**src/rtl/cpu_io_pkg.sv**
```systemverilog
// Shared definitions for the CPU result display: status-word bit layout,
// capture counter width and display mode encoding.
package cpu_io_pkg;

    localparam int ZF_BIT           = 0;
    localparam int OF_BIT           = 1;
    localparam int STATUS_FLAG_BITS = 2;
    localparam int CAP_CNT_W        = 8;

    typedef logic [CAP_CNT_W-1:0] cap_cnt_t;

    typedef enum logic {
        DISP_SLICE  = 1'b0,
        DISP_STATUS = 1'b1
    } disp_mode_e;

    function automatic cap_cnt_t cap_cnt_next(input cap_cnt_t cnt);
        return cnt + cap_cnt_t'(1);
    endfunction

endpackage

```
**src/rtl/sw_debounce.sv**
```systemverilog
// Two-flop synchroniser followed by a stability filter: dout only follows a
// synchronised value that differs from it and stays unchanged for DB_CYCLES samples.
module sw_debounce #(
    parameter int WIDTH     = 2,
    parameter int DB_CYCLES = 4
) (
    input  logic             clk,
    input  logic             rst,
    input  logic [WIDTH-1:0] din,
    output logic [WIDTH-1:0] dout
);

    localparam int CNT_W = $clog2(DB_CYCLES + 1);

    logic [WIDTH-1:0] r_sync1;
    logic [WIDTH-1:0] r_sync2;
    logic [WIDTH-1:0] r_cand;
    logic [WIDTH-1:0] r_dout;
    logic [CNT_W-1:0] r_cnt;
    logic [CNT_W-1:0] w_run;

    // Length of the current run of identical samples, including this one
    always_comb begin
        w_run = CNT_W'(1);
        if ((r_cnt != '0) && (r_sync2 == r_cand)) begin
            w_run = r_cnt + CNT_W'(1);
        end else begin
            w_run = CNT_W'(1);
        end
    end

    // Synchroniser, run counter and accepted output
    always_ff @(posedge clk) begin
        if (!rst) begin
            r_sync1 <= '0;
            r_sync2 <= '0;
            r_cand  <= '0;
            r_dout  <= '0;
            r_cnt   <= '0;
        end else begin
            r_sync1 <= din;
            r_sync2 <= r_sync1;
            if (r_sync2 == r_dout) begin
                r_cnt <= '0;
            end else if (w_run >= CNT_W'(DB_CYCLES)) begin
                r_dout <= r_sync2;
                r_cnt  <= '0;
            end else begin
                r_cnt  <= w_run;
                r_cand <= r_sync2;
            end
        end
    end

    assign dout = r_dout;

endmodule

```
**src/rtl/result_led_ctrl.sv**
```systemverilog
// Captures CPU results with their flags and shows either one LED_W-wide slice
// of the held word or a status word (capture count and flags) on the LED bank.
module result_led_ctrl
    import cpu_io_pkg::*;
#(
    parameter int DATA_W    = 32,
    parameter int LED_W     = 8,
    parameter int SEL_W     = 2,
    parameter int DB_CYCLES = 4
) (
    input  logic              clk,
    input  logic              rst,
    input  logic [SEL_W-1:0]  sw,
    input  logic [DATA_W-1:0] result,
    input  logic              result_vld,
    input  logic              zf_in,
    input  logic              of_in,
    input  logic              clr_flags,
    output logic [LED_W-1:0]  led,
    output logic              ZF,
    output logic              OF,
    output logic              of_sticky,
    output logic [SEL_W-1:0]  sel_q
);

    localparam int NSLICE = DATA_W / LED_W;
    localparam int NSEL   = 2 ** SEL_W;

    logic [DATA_W-1:0] r_hold;
    logic              r_zf;
    logic              r_of;
    logic              r_sticky;
    cap_cnt_t          r_cap_cnt;
    logic [LED_W-1:0]  r_led;

    logic [SEL_W-1:0]  w_sel;
    logic [LED_W-1:0]  w_slices [NSEL];
    logic [LED_W-1:0]  w_status;
    logic [LED_W-1:0]  w_led_next;
    disp_mode_e        w_mode;
    logic              w_cap_unused;

    sw_debounce #(
        .WIDTH     (SEL_W),
        .DB_CYCLES (DB_CYCLES)
    ) u_sw_debounce (
        .clk  (clk),
        .rst  (rst),
        .din  (sw),
        .dout (w_sel)
    );

    // Selector codes beyond the last slice read as zero; they display status instead
    for (genvar g = 0; g < NSEL; g++) begin : g_slice
        if (g < NSLICE) begin : g_real
            assign w_slices[g] = r_hold[g*LED_W +: LED_W];
        end else begin : g_none
            assign w_slices[g] = '0;
        end
    end

    for (genvar g = 0; g < LED_W; g++) begin : g_status
        if (g == ZF_BIT) begin : g_zf
            assign w_status[g] = r_zf;
        end else if (g == OF_BIT) begin : g_of
            assign w_status[g] = r_of;
        end else if ((g - STATUS_FLAG_BITS) < CAP_CNT_W) begin : g_cnt
            assign w_status[g] = r_cap_cnt[g-STATUS_FLAG_BITS];
        end else begin : g_pad
            assign w_status[g] = 1'b0;
        end
    end

    assign w_cap_unused = ^r_cap_cnt;

    // Display source selection
    always_comb begin
        w_mode     = DISP_STATUS;
        w_led_next = '0;
        if (int'(w_sel) < NSLICE) begin
            w_mode = DISP_SLICE;
        end else begin
            w_mode = DISP_STATUS;
        end
        case (w_mode)
            DISP_SLICE:  w_led_next = w_slices[w_sel];
            DISP_STATUS: w_led_next = w_status;
            default:     w_led_next = '0;
        endcase
    end

    // Result capture, flags, capture counter and registered LED value
    always_ff @(posedge clk) begin
        if (!rst) begin
            r_hold    <= '0;
            r_zf      <= 1'b0;
            r_of      <= 1'b0;
            r_sticky  <= 1'b0;
            r_cap_cnt <= '0;
            r_led     <= '0;
        end else begin
            r_led <= w_led_next;
            if (result_vld) begin
                r_hold    <= result;
                r_zf      <= zf_in;
                r_of      <= of_in;
                r_cap_cnt <= cap_cnt_next(r_cap_cnt);
            end else begin
                r_hold    <= r_hold;
                r_zf      <= r_zf;
                r_of      <= r_of;
                r_cap_cnt <= r_cap_cnt;
            end
            // A new overflow outranks a concurrent clear
            if (result_vld && of_in) begin
                r_sticky <= 1'b1;
            end else if (clr_flags) begin
                r_sticky <= 1'b0;
            end else begin
                r_sticky <= r_sticky;
            end
        end
    end

    assign led       = r_led;
    assign ZF        = r_zf;
    assign OF        = r_of;
    assign of_sticky = r_sticky;
    assign sel_q     = w_sel;

endmodule

```
**config.mk**
```make
export PLATFORM = sky130hd
export DESIGN_NAME = result_led_ctrl
export DESIGN_NICKNAME = d
export VERILOG_FILES = /design/src/rtl/cpu_io_pkg.sv /design/src/rtl/sw_debounce.sv /design/src/rtl/result_led_ctrl.sv
export SDC_FILE = /design/constraint.sdc
export NUM_CORES = 1
export LEC_CHECK = 0
export CAP_MARGIN = 20
export CORE_UTILIZATION = 30
export CTS_BUF_LIST = sky130_fd_sc_hd__clkbuf_8
export DETAILED_ROUTE_END_ITERATION = 16
export HOLD_SLACK_MARGIN = 0.03
export SLEW_MARGIN = 10
export SYNTH_ARGS = -nofsm -noshare
export SYNTH_HDL_FRONTEND = slang
export SYNTH_SLANG_ARGS = --single-unit
```
**constraint.sdc**
```tcl
create_clock -name clk -period 1.2 [get_ports clk]
set_input_delay 0.12 -clock clk [delete_from_list [all_inputs] [get_ports clk]]
set_output_delay 0.12 -clock clk [all_outputs]
set_load 0.005 [all_outputs]
```
* Yosys cells after proc, flatten, opt, wreduce, memory -nomap -nowiden *
Index checks and enable logic that the tools add are counted.
W data, S select, Z words.

operators by class
  $add $sub $neg = 1
  order comparisons = 2
  reduce and logical (&&, ||, !) cells = 7
  multiplexer cells = 6
  equal/unequal tests = 2
  bitwise gates (word level) = 4

operators with widths
  kind                   count
  $bmux W8 S2            1
  $mux W8                2
  $ge A3 B3 Y1 const B   2
  $eq A2 B2 Y1           2
  $reduce_and A2 Y1      2
  $add A3 B1 Y3 const B  1
  $mux W3                1
  $not A1 Y1             3
  $not A2 Y3             1
  $reduce_bool A3 Y1     1
  $reduce_or A3 Y1       1
  $logic_and A1 B1 Y1    2
  $mux W1                2
  $reduce_bool A2 Y1     1

storage, ports and cells
  logic and storage cells = 32
  input bits = 40
  output and inout port bits = 13
  flip-flop bits (word level) = 54

* Depth between registers and ports, before layout *
Gate-level depths: netlist of the first run.

  word-level depth = 6
  depth in mapped cells = 6
  depth with buffers taken out = 6

* Hierarchy *
Synthesis of the first run repeated with hierarchy kept, for this count alone.

unflattened totals
  cell total of the unflattened synthesis = 194
  area total of the unflattened synthesis = 2217.1 µm²

modules (own cells, without submodules)
  module           area an instance (µm²)  cells an instance  times used  seq. area each (µm²)
  result_led_ctrl  1757.9                  151                1           860.8
  sw_debounce      459.2                   43                 1           220.2

* Worst setup path before layout of the first run *
No wires, ideal clock.

  path kind = register -> register
  start = reg u_sw_debounce.r_cnt[0]
  end = reg u_sw_debounce.r_cand[1]
  arrival = 1184 ps
  cell stages (with the launch flop) = 5
  buffers on the path = 0
  path slack = -101 ps
  path through = dfxtp_1 ha_1 xor2_1 nand4_1 a41o_1

between the ends
  longest elaborated chain between the ends = 6
  elaborated cells between the ends (all ways) = 7
  those cells by class = 1 x add/sub; 1 x order compare; 1 x mux; 1 x bitwise; 3 x reduce/logical

RTL lines
  what                                                   RTL line           text
  from (decl)                                            sw_debounce.sv:19  logic [CNT_W-1:0] r_cnt;
  from (signal assigned)                                 sw_debounce.sv:49  r_cnt <= w_run;
  branches (longest 2 deep; another with $add A3 B1 Y3)  --
  $mux W3 *                                              sw_debounce.sv:25  if ((r_cnt != '0) && (r_sync2 == r_cand)) begin
  $ge A3 B3 Y1 *                                         sw_debounce.sv:45  end else if (w_run >= CNT_W'(DB_CYCLES)) begin
  $not A1 Y1 (no line) *                                 --
  $reduce_and A2 Y1 (no line) *                          --
  to (signal assigned)                                   sw_debounce.sv:50  r_cand <= r_sync2;
  to (decl)                                              sw_debounce.sv:17  logic [WIDTH-1:0] r_cand;

Mark *: on every way between the ends.
A chain may end at the register's enable or synchronous reset.

* Final worst setup path of the first run *
  start = reg u_sw_debounce.r_dout[0] (netlist: u_sw_debounce.dout[0])
  end = reg r_led[4] (netlist: led[4])

between the ends
  longest elaborated chain between the ends = 4

RTL lines
  what                                        RTL line                text
  from (decl)                                 sw_debounce.sv:18       logic [WIDTH-1:0] r_dout;
  from (signal assigned)                      sw_debounce.sv:46       r_dout <= r_sync2;
  $not A2 Y3 (not written as such)            result_led_ctrl.sv:86   DISP_SLICE: w_led_next = w_slices[w_sel];
  $bmux W8 S2                                 result_led_ctrl.sv:86
  $mux W8 (not written as such) (2 in a row)  result_led_ctrl.sv:86
  to (signal assigned)                        result_led_ctrl.sv:102  r_led <= w_led_next;
  to (decl)                                   result_led_ctrl.sv:34   logic [LED_W-1:0] r_led;

No other way between the ends. The select of a mux whose other input is x is not followed.

==> results of run 1 <==
layout make-up:
cell class	count	area, um2
Clock buffer	5	68.8
Clock inverter	3	41.3
Fill cell	683	3820
Inverter	3	11.3
Multi-Input combinational cell	117	1070
Sequential cell	54	1100
Tap cell	96	120
Timing Repair Buffer	67	671
final timing paths:
kind / startpoint / endpoint / slack, ns / depth (start not counted)
worst max-delay path: u_sw_debounce.dout[0] / led[4] / -0.10 / 4
worst max register to register: u_sw_debounce.dout[0] / led[4] / -0.10 / 4
worst min register to register: u_sw_debounce.r_sync1[1] / u_sw_debounce.r_sync2[1] / 0.44 / 1
worst min-delay path: result_vld / OF / 0.32 / 4
sequential cells by signal, indices dropped and copies added (netlist names), 2 cells and up:
signal and cells:
u_sw_debounce.r_sync2 2, r_hold 32, led 8, u_sw_debounce.r_cand 2
u_sw_debounce.r_sync1 2, u_sw_debounce.dout 2, u_sw_debounce.r_cnt 3
power groups by stage:
stage	sequential [mW]	clock, mW	combinational [mW]
after global placement	1.97	0	0.469
after floorplan	1.96	0	0.241
after detailed placement	1.97	0	0.473
after CTS	1.93	1.24	0.473
final	1.93	1.19	0.476
after global routing	1.94	1.33	0.521
kinds of logic after synthesis:
group | count (synthesis) | share of synthesized area [%]
xor+xnor | 5 | 2.02
flops | 54 | 49.8
simple gates | 60 | 16.5
fa+ha+maj | 2 | 1.15
compound gates | 6 | 2.19
mux | 43 | 24.5
buf+inv | 15 | 3.69
other cells | 1 | 0.173
metrics by stage:
stage / hold slack, ns / instances / instance area (um2) / setup TNS, ns / setup WS, ns
floorplan: 0.247 / 186 / 2190 / -0.0546 / -0.00682
global placement: 0.417 / 335 / 2900 / -0.360 / -0.0766
detailed placement: 0.419 / 335 / 2900 / -0.573 / -0.130
CTS: 0.334 / 345 / 3050 / -0.872 / -0.105
global route: 0.348 / 345 / 3090 / -1.40 / -0.155
finish: 0.319 / 345 / 3090 / -0.812 / -0.101
cells in the final DEF (no fill, tap or decap), types with 2 or more instances in the layout:
cell / instances
a21boi_0: 2
and2_1: 7
and2_4: 5
buf_12: 4
buf_4: 9
buf_6: 2
clkbuf_8: 5
clkdlybuf4s50_1: 38
dfxtp_1: 47
dfxtp_2: 3
dfxtp_4: 4
dlygate4sd2_1: 12
ha_4: 2
inv_1: 2
inv_2: 2
mux2i_1: 35
mux4_2: 8
nand2_1: 4
nand2b_1: 3
nand3_1: 2
nor2b_1: 35
xnor2_1: 3
timing repair:
item | CTS | global route
hold buffers | 0 | 0
resized for setup | 27 | 13
setup endpoints to repair | 24 | 14
setup buffers | 2 | 0
hold endpoints to repair | 0 | 0
pin swaps | 1 | 1
routing by layer:
metal	vias up	track usage (%)
li1	748	-
met5	-	0
met4	0	5.91
met2	28	20.2
met3	7	3.60
met1	647	14.6
worst register-to-register path, stage by stage (launching register included):
cell	delay [ns]
dfxtp_4	0.36
buf_6	0.11
buf_12	0.11
mux4_2	0.48
and2_4	0.14
Yosys cell counts:
library cell	number	share of area, %
inv_1	3	0.52
nor2b_1	35	10
clkbuf_1	6	1.0
buf_4	4	1.4
nand2b_1	3	0.87
xor2_1	1	0.40
and2_1	12	3.5
buf_6	1	0.52
conb_1	1	0.17
mux2i_1	35	16
buf_2	1	0.23
a21boi_0	3	1.0
nand4_1	1	0.29
a21oi_1	1	0.23
ha_1	2	1.2
o211a_1	1	0.46
nand2_1	5	0.87
xnor2_1	4	1.6
a41o_1	1	0.46
nor2_1	1	0.17
dfxtp_1	54	50
mux4_2	8	8.3
nor4_1	1	0.29
nand3_1	2	0.46
==> flow_summary.json, run 1 <==
{
  "status": "finished, violations left",
  "violations": "setup timing",
  "area_growth_pct": 42.2,
  "clock-root-buffer": "clkbuf_8",
  "path_buf_inv": 2,
  "cts_tree": "done",
  "drc": 0,
  "core-area_um2": 6910,
  "ios": 53,
  "routedWlPerCell_um": 12.1,
  "critPathKind": "flop to flop",
  "p_int_mw": 2.81,
  "combPwrFrac_pct": 13.2,
  "skew_ns": 0.00674,
  "drtIter0Drc": 40,
  "maxUsedRoutingLayer": "met4",
  "rsz0062_at_grt": "yes",
  "cts_made_buffers": 5,
  "crit_path_end_kind": "flop",
  "antenna_found_initial": 0,
  "p_per_area_nw_per_um2": 1170,
  "worstPathCellList": "buf_6 > buf_12 > mux4_2 > and2_4",
  "seq_area_frac_synth_pct": 49.8,
  "syn_area_per_cell_um2": 11.7,
  "nets": 290,
  "antenna_cells": 0,
  "power_frac_seq_pct": 53.6,
  "maxCapViolations": 0,
  "gp_congestion": 0.674,
  "met1_length_um": 1960,
  "clk_latency_ns": 0.30,
  "netlist_area_um2": 2170,
  "die-area_um2": 7580,
  "antenna_left": 0,
  "critPathTopFamily": "multiplexers",
  "htreeDepth": 2,
  "dr_wl_met3_um": 172,
  "power_switching_mw": 0.791,
  "p_leak_nw": 1.29,
  "ys_ff_latch": 54,
  "critPathArrivalTime_ns": 1.51,
  "netSwitchingFraction_pct": 22.0,
  "synth_cell_type_count": 24,
  "cts_max_path_buffers": 2,
  "crit_slowest_cell": "mux4_2",
  "die_y_um": 87.0,
  "drive_gt1_share_pct": 20.9,
  "initial_utilization_pct": 31.4,
  "cts_num_sinks": 54,
  "port_buffers": 52,
  "yosys_warnings": 0,
  "grt_overflow": 0,
  "slew_viol_final": 0,
  "crit_fanout": 5,
  "clkTransAtPathRegs_ns": 0.10,
  "cp.required_ns": 1.41,
  "holdCritPathClass": "input pin to flop",
  "grt_max_degree": 36,
  "first_global_vias": 1454,
  "fin_crit_sh_pct": 108,
  "worst_slack_ns": -0.101,
  "synth_cells": 186,
  "hold_viol_final": 0,
  "vias_per_cell": 4.14,
  "layout_min_cycle_time_ns": 1.30,
  "dr_total_vias": 1430,
  "total_power_mw": 3.60,
  "setup_violations": 10,
  "synth_nets": 228,
  "dr.pass1.iters": 3,
  "wl_um": 4170,
  "peakVddDrop_mv": 0.470,
  "dp_hpwl_um": 2840,
  "die_x_um": 87.0,
  "grt_pass1_wl_um": 6910,
  "clkPwrFrac_pct": 33.2,
  "utilization_pct": 44.7,
  "start_kind": "flop",
  "wl_met2_um": 1960,
  "rows": 30,
  "critical-path-max-stage-delay_ns": 0.48,
  "grt_util_all_layers_pct": 12.2,
  "fmax_mhz": 769
}
Note: power is estimated with default switching activity, not from simulation.
==> inputs of run 2 (changes only) <==
--- a/config.mk
+++ b/config.mk
@@ -13,4 +13,5 @@
 export SLEW_MARGIN = 10
 export SYNTH_ARGS = -nofsm -noshare
 export SYNTH_HDL_FRONTEND = slang
+export SYNTH_HIERARCHICAL = 1
 export SYNTH_SLANG_ARGS = --single-unit
==> run 2 against run 1 <==
The run still ends with setup timing left. Wire length increased by 12%. Clock power increased by 4%. Non-clock buffer count increased by 5. Power increased by 2.1%. Maximum frequency decreased by 7.8%. Area after synthesis increased by 2.2%. Largest cell class is now multi-input gates. Largest power group unchanged. Highest routed layer unchanged.
==> flow_summary.json, run 2 <==
{
  "status": "finished, violations left",
  "violations": "setup timing",
  "area_growth_pct": 41.3,
  "place_area_um2": 2900,
  "path_buf_inv": 1,
  "antenna_left": 0,
  "htreeDepth": 2,
  "cts_max_path_buffers": 2,
  "vias_per_cell": 4.23,
  "largest_register": "r_hold",
  "cts_made_buffers": 5,
  "p_leak_nw": 1.28,
  "wl_um": 4660,
  "ys_ff_latch": 54,
  "dr_total_vias": 1515,
  "synth_cells": 194,
  "holdCritPathClass": "input pin to flop",
  "worst_slack_ns": -0.210,
  "cp.required_ns": 1.41,
  "ys.flop_type": "dfxtp_1",
  "clk_latency_ns": 0.31,
  "antenna_found_initial": 0,
  "critPathTopFamily": "flip-flops",
  "rows": 30,
  "final_cell_mix": "51 x mux2i_1, 42 x dfxtp_1, 38 x clkdlybuf4s50_1",
  "grt_overflow": 0,
  "layout_min_cycle_time_ns": 1.41,
  "whs_ns": 0.324,
  "drive_gt1_share_pct": 21.0,
  "slew_viol_final": 0,
  "synthTopCellsByArea": "dfxtp_1 49%, mux2i_1 23%, nor2b_1 10%, o22ai_1 2.3%, buf_8 2.0%",
  "netlist_area_um2": 2220,
  "synth_common_cells": "54 x dfxtp_1, 52 x mux2i_1, 37 x nor2b_1",
  "core-area_um2": 6980,
  "die_y_um": 88.0,
  "fillers": 702,
  "yosys_warnings": 6,
  "initial_utilization_pct": 31.8,
  "grt_util_all_layers_pct": 12.8,
  "dr.pass1.iters": 3,
  "final_area_um2": 3130,
  "clkTransAtPathRegs_ns": 0.10,
  "antenna_cells": 0,
  "setup_violations": 5,
  "yosysMostFrequentCell": "dfxtp_1",
  "dp_hpwl_um": 3200,
  "crit_path_end_kind": "flop",
  "syn_area_per_cell_um2": 11.4,
  "cts_tree": "done",
  "yosysTopAreaCell": "dfxtp_1",
  "first_global_vias": 1512,
  "ios": 53,
  "async_flop_share_pct": 0,
  "hold_viol_final": 0,
  "cts_num_sinks": 54,
  "clock-root-buffer": "clkbuf_8",
  "instances_no_fill": 358,
  "peakVddDrop_mv": 0.434,
  "nets": 304,
  "critPathKind": "flop to flop",
  "rsz0062_at_grt": "yes",
  "largest_register_ffs": 32,
  "seq_area_frac_synth_pct": 48.8,
  "p_per_area_nw_per_um2": 1170,
  "grt_max_degree": 36,
  "critical-path-max-stage-delay_ns": 0.34,
  "fin_crit_sh_pct": 118,
  "grt_pass1_wl_um": 7350,
  "drc": 0,
  "fmax_mhz": 709,
  "crit_fanout": 4,
  "drtIter0Drc": 41,
  "synth_top_area_share_pct": 48.8,
  "synth_cell_type_count": 27,
  "die_x_um": 88.0,
  "skew_ns": 0.0112,
  "crit_slowest_cell": "dfxtp_2",
  "dp.cells": 344,
  "routedWlPerCell_um": 13.0,
  "worstPathCellList": "buf_6 > ha_4 > xnor2_4 > nor4_4 > mux2i_1 > nor2b_1",
  "maxCapViolations": 0,
  "start_kind": "flop",
  "synth_nets": 236,
  "gp_congestion": 0.718,
  "critPathArrivalTime_ns": 1.62,
  "die-area_um2": 7740,
  "layout_commonest_cell": "mux2i_1",
  "port_buffers": 52,
  "synth_edf_count": 0
}
-- run 2: what timing repair did --
| action | in CTS | in global routing |
|---|---|---|
| buffers inserted | 5 | 3 |
| hold buffers | 0 | 0 |
| resized for setup | 31 | 10 |
| pin swaps | 4 | 4 |
| endpoints found under the setup margin | 19 | 6 |
-- run 2: power by group --
part,switching (mW),internal [mW]
clock network,0.567,0.668
logic,0.186,0.314
registers,0.0507,1.89
total,0.804,2.87
-- run 2: metrics by stage --
stage	total power, mW	util, %	TNS, ns	setup slack, ns
4_1_cts	3.72	44.0	-0.745	-0.203
6_report	3.67	44.9	-0.666	-0.210
2_1_floorplan	2.24	-	-0.453	-0.119
3_3_place_gp	2.46	41.5	-0.765	-0.157
5_1_grt	3.84	44.9	-0.963	-0.278
3_5_place_dp	2.47	41.5	-1.04	-0.194
-- run 2: worst paths after layout --
path	start	endpoint	slack [ns]	cells past startpoint
setup / recovery	u_sw_debounce/r_cnt[0]	u_sw_debounce/dout[0]	-0.21	6
hold / removal	result_vld	OF	0.32	4
setup reg to reg	u_sw_debounce/r_cnt[0]	u_sw_debounce/dout[0]	-0.21	6
hold reg to reg	u_sw_debounce/r_sync1[1]	u_sw_debounce/r_sync2[1]	0.43	1
-- run 2: metal layers --
layer	global-route usage (%)	vias to the layer above	part of all wire [%]
li1	-	786	-
met5	0	-	0
met3	2.92	8	3.7
met4	5.37	0	1.7
met2	21.0	30	47
met1	16.2	691	47
-- run 2: cells by family after synthesis --
kind of cell	synth area share (%)
compound gates	4.06
xor+xnor	1.98
fa+ha+maj	1.13
buf+inv	5.25
flops	48.8
mux	23.5
other cells	0.169
simple gates	15.2
-- run 2: worst reg2reg max path, delay by kind of cell (launching register included) --
kind	cells	cell delay [ns]
fa+ha+maj	1	0.16
flops	1	0.34
simple gates	2	0.33
xor+xnor	1	0.14
mux	1	0.22
buf+inv	1	0.11
-- run 2: layout make-up --
type,count,area [um2],share of cell area (%)
Timing Repair Buffer,72,688,22.0
Clock inverter,1,30.0,0.959
Sequential cell,54,1100,35.2
Multi-Input combinational cell,127,1100,35.2
Inverter,2,7.51,0.240
Tap cell,96,120,3.84
Clock buffer,6,82.6,2.64
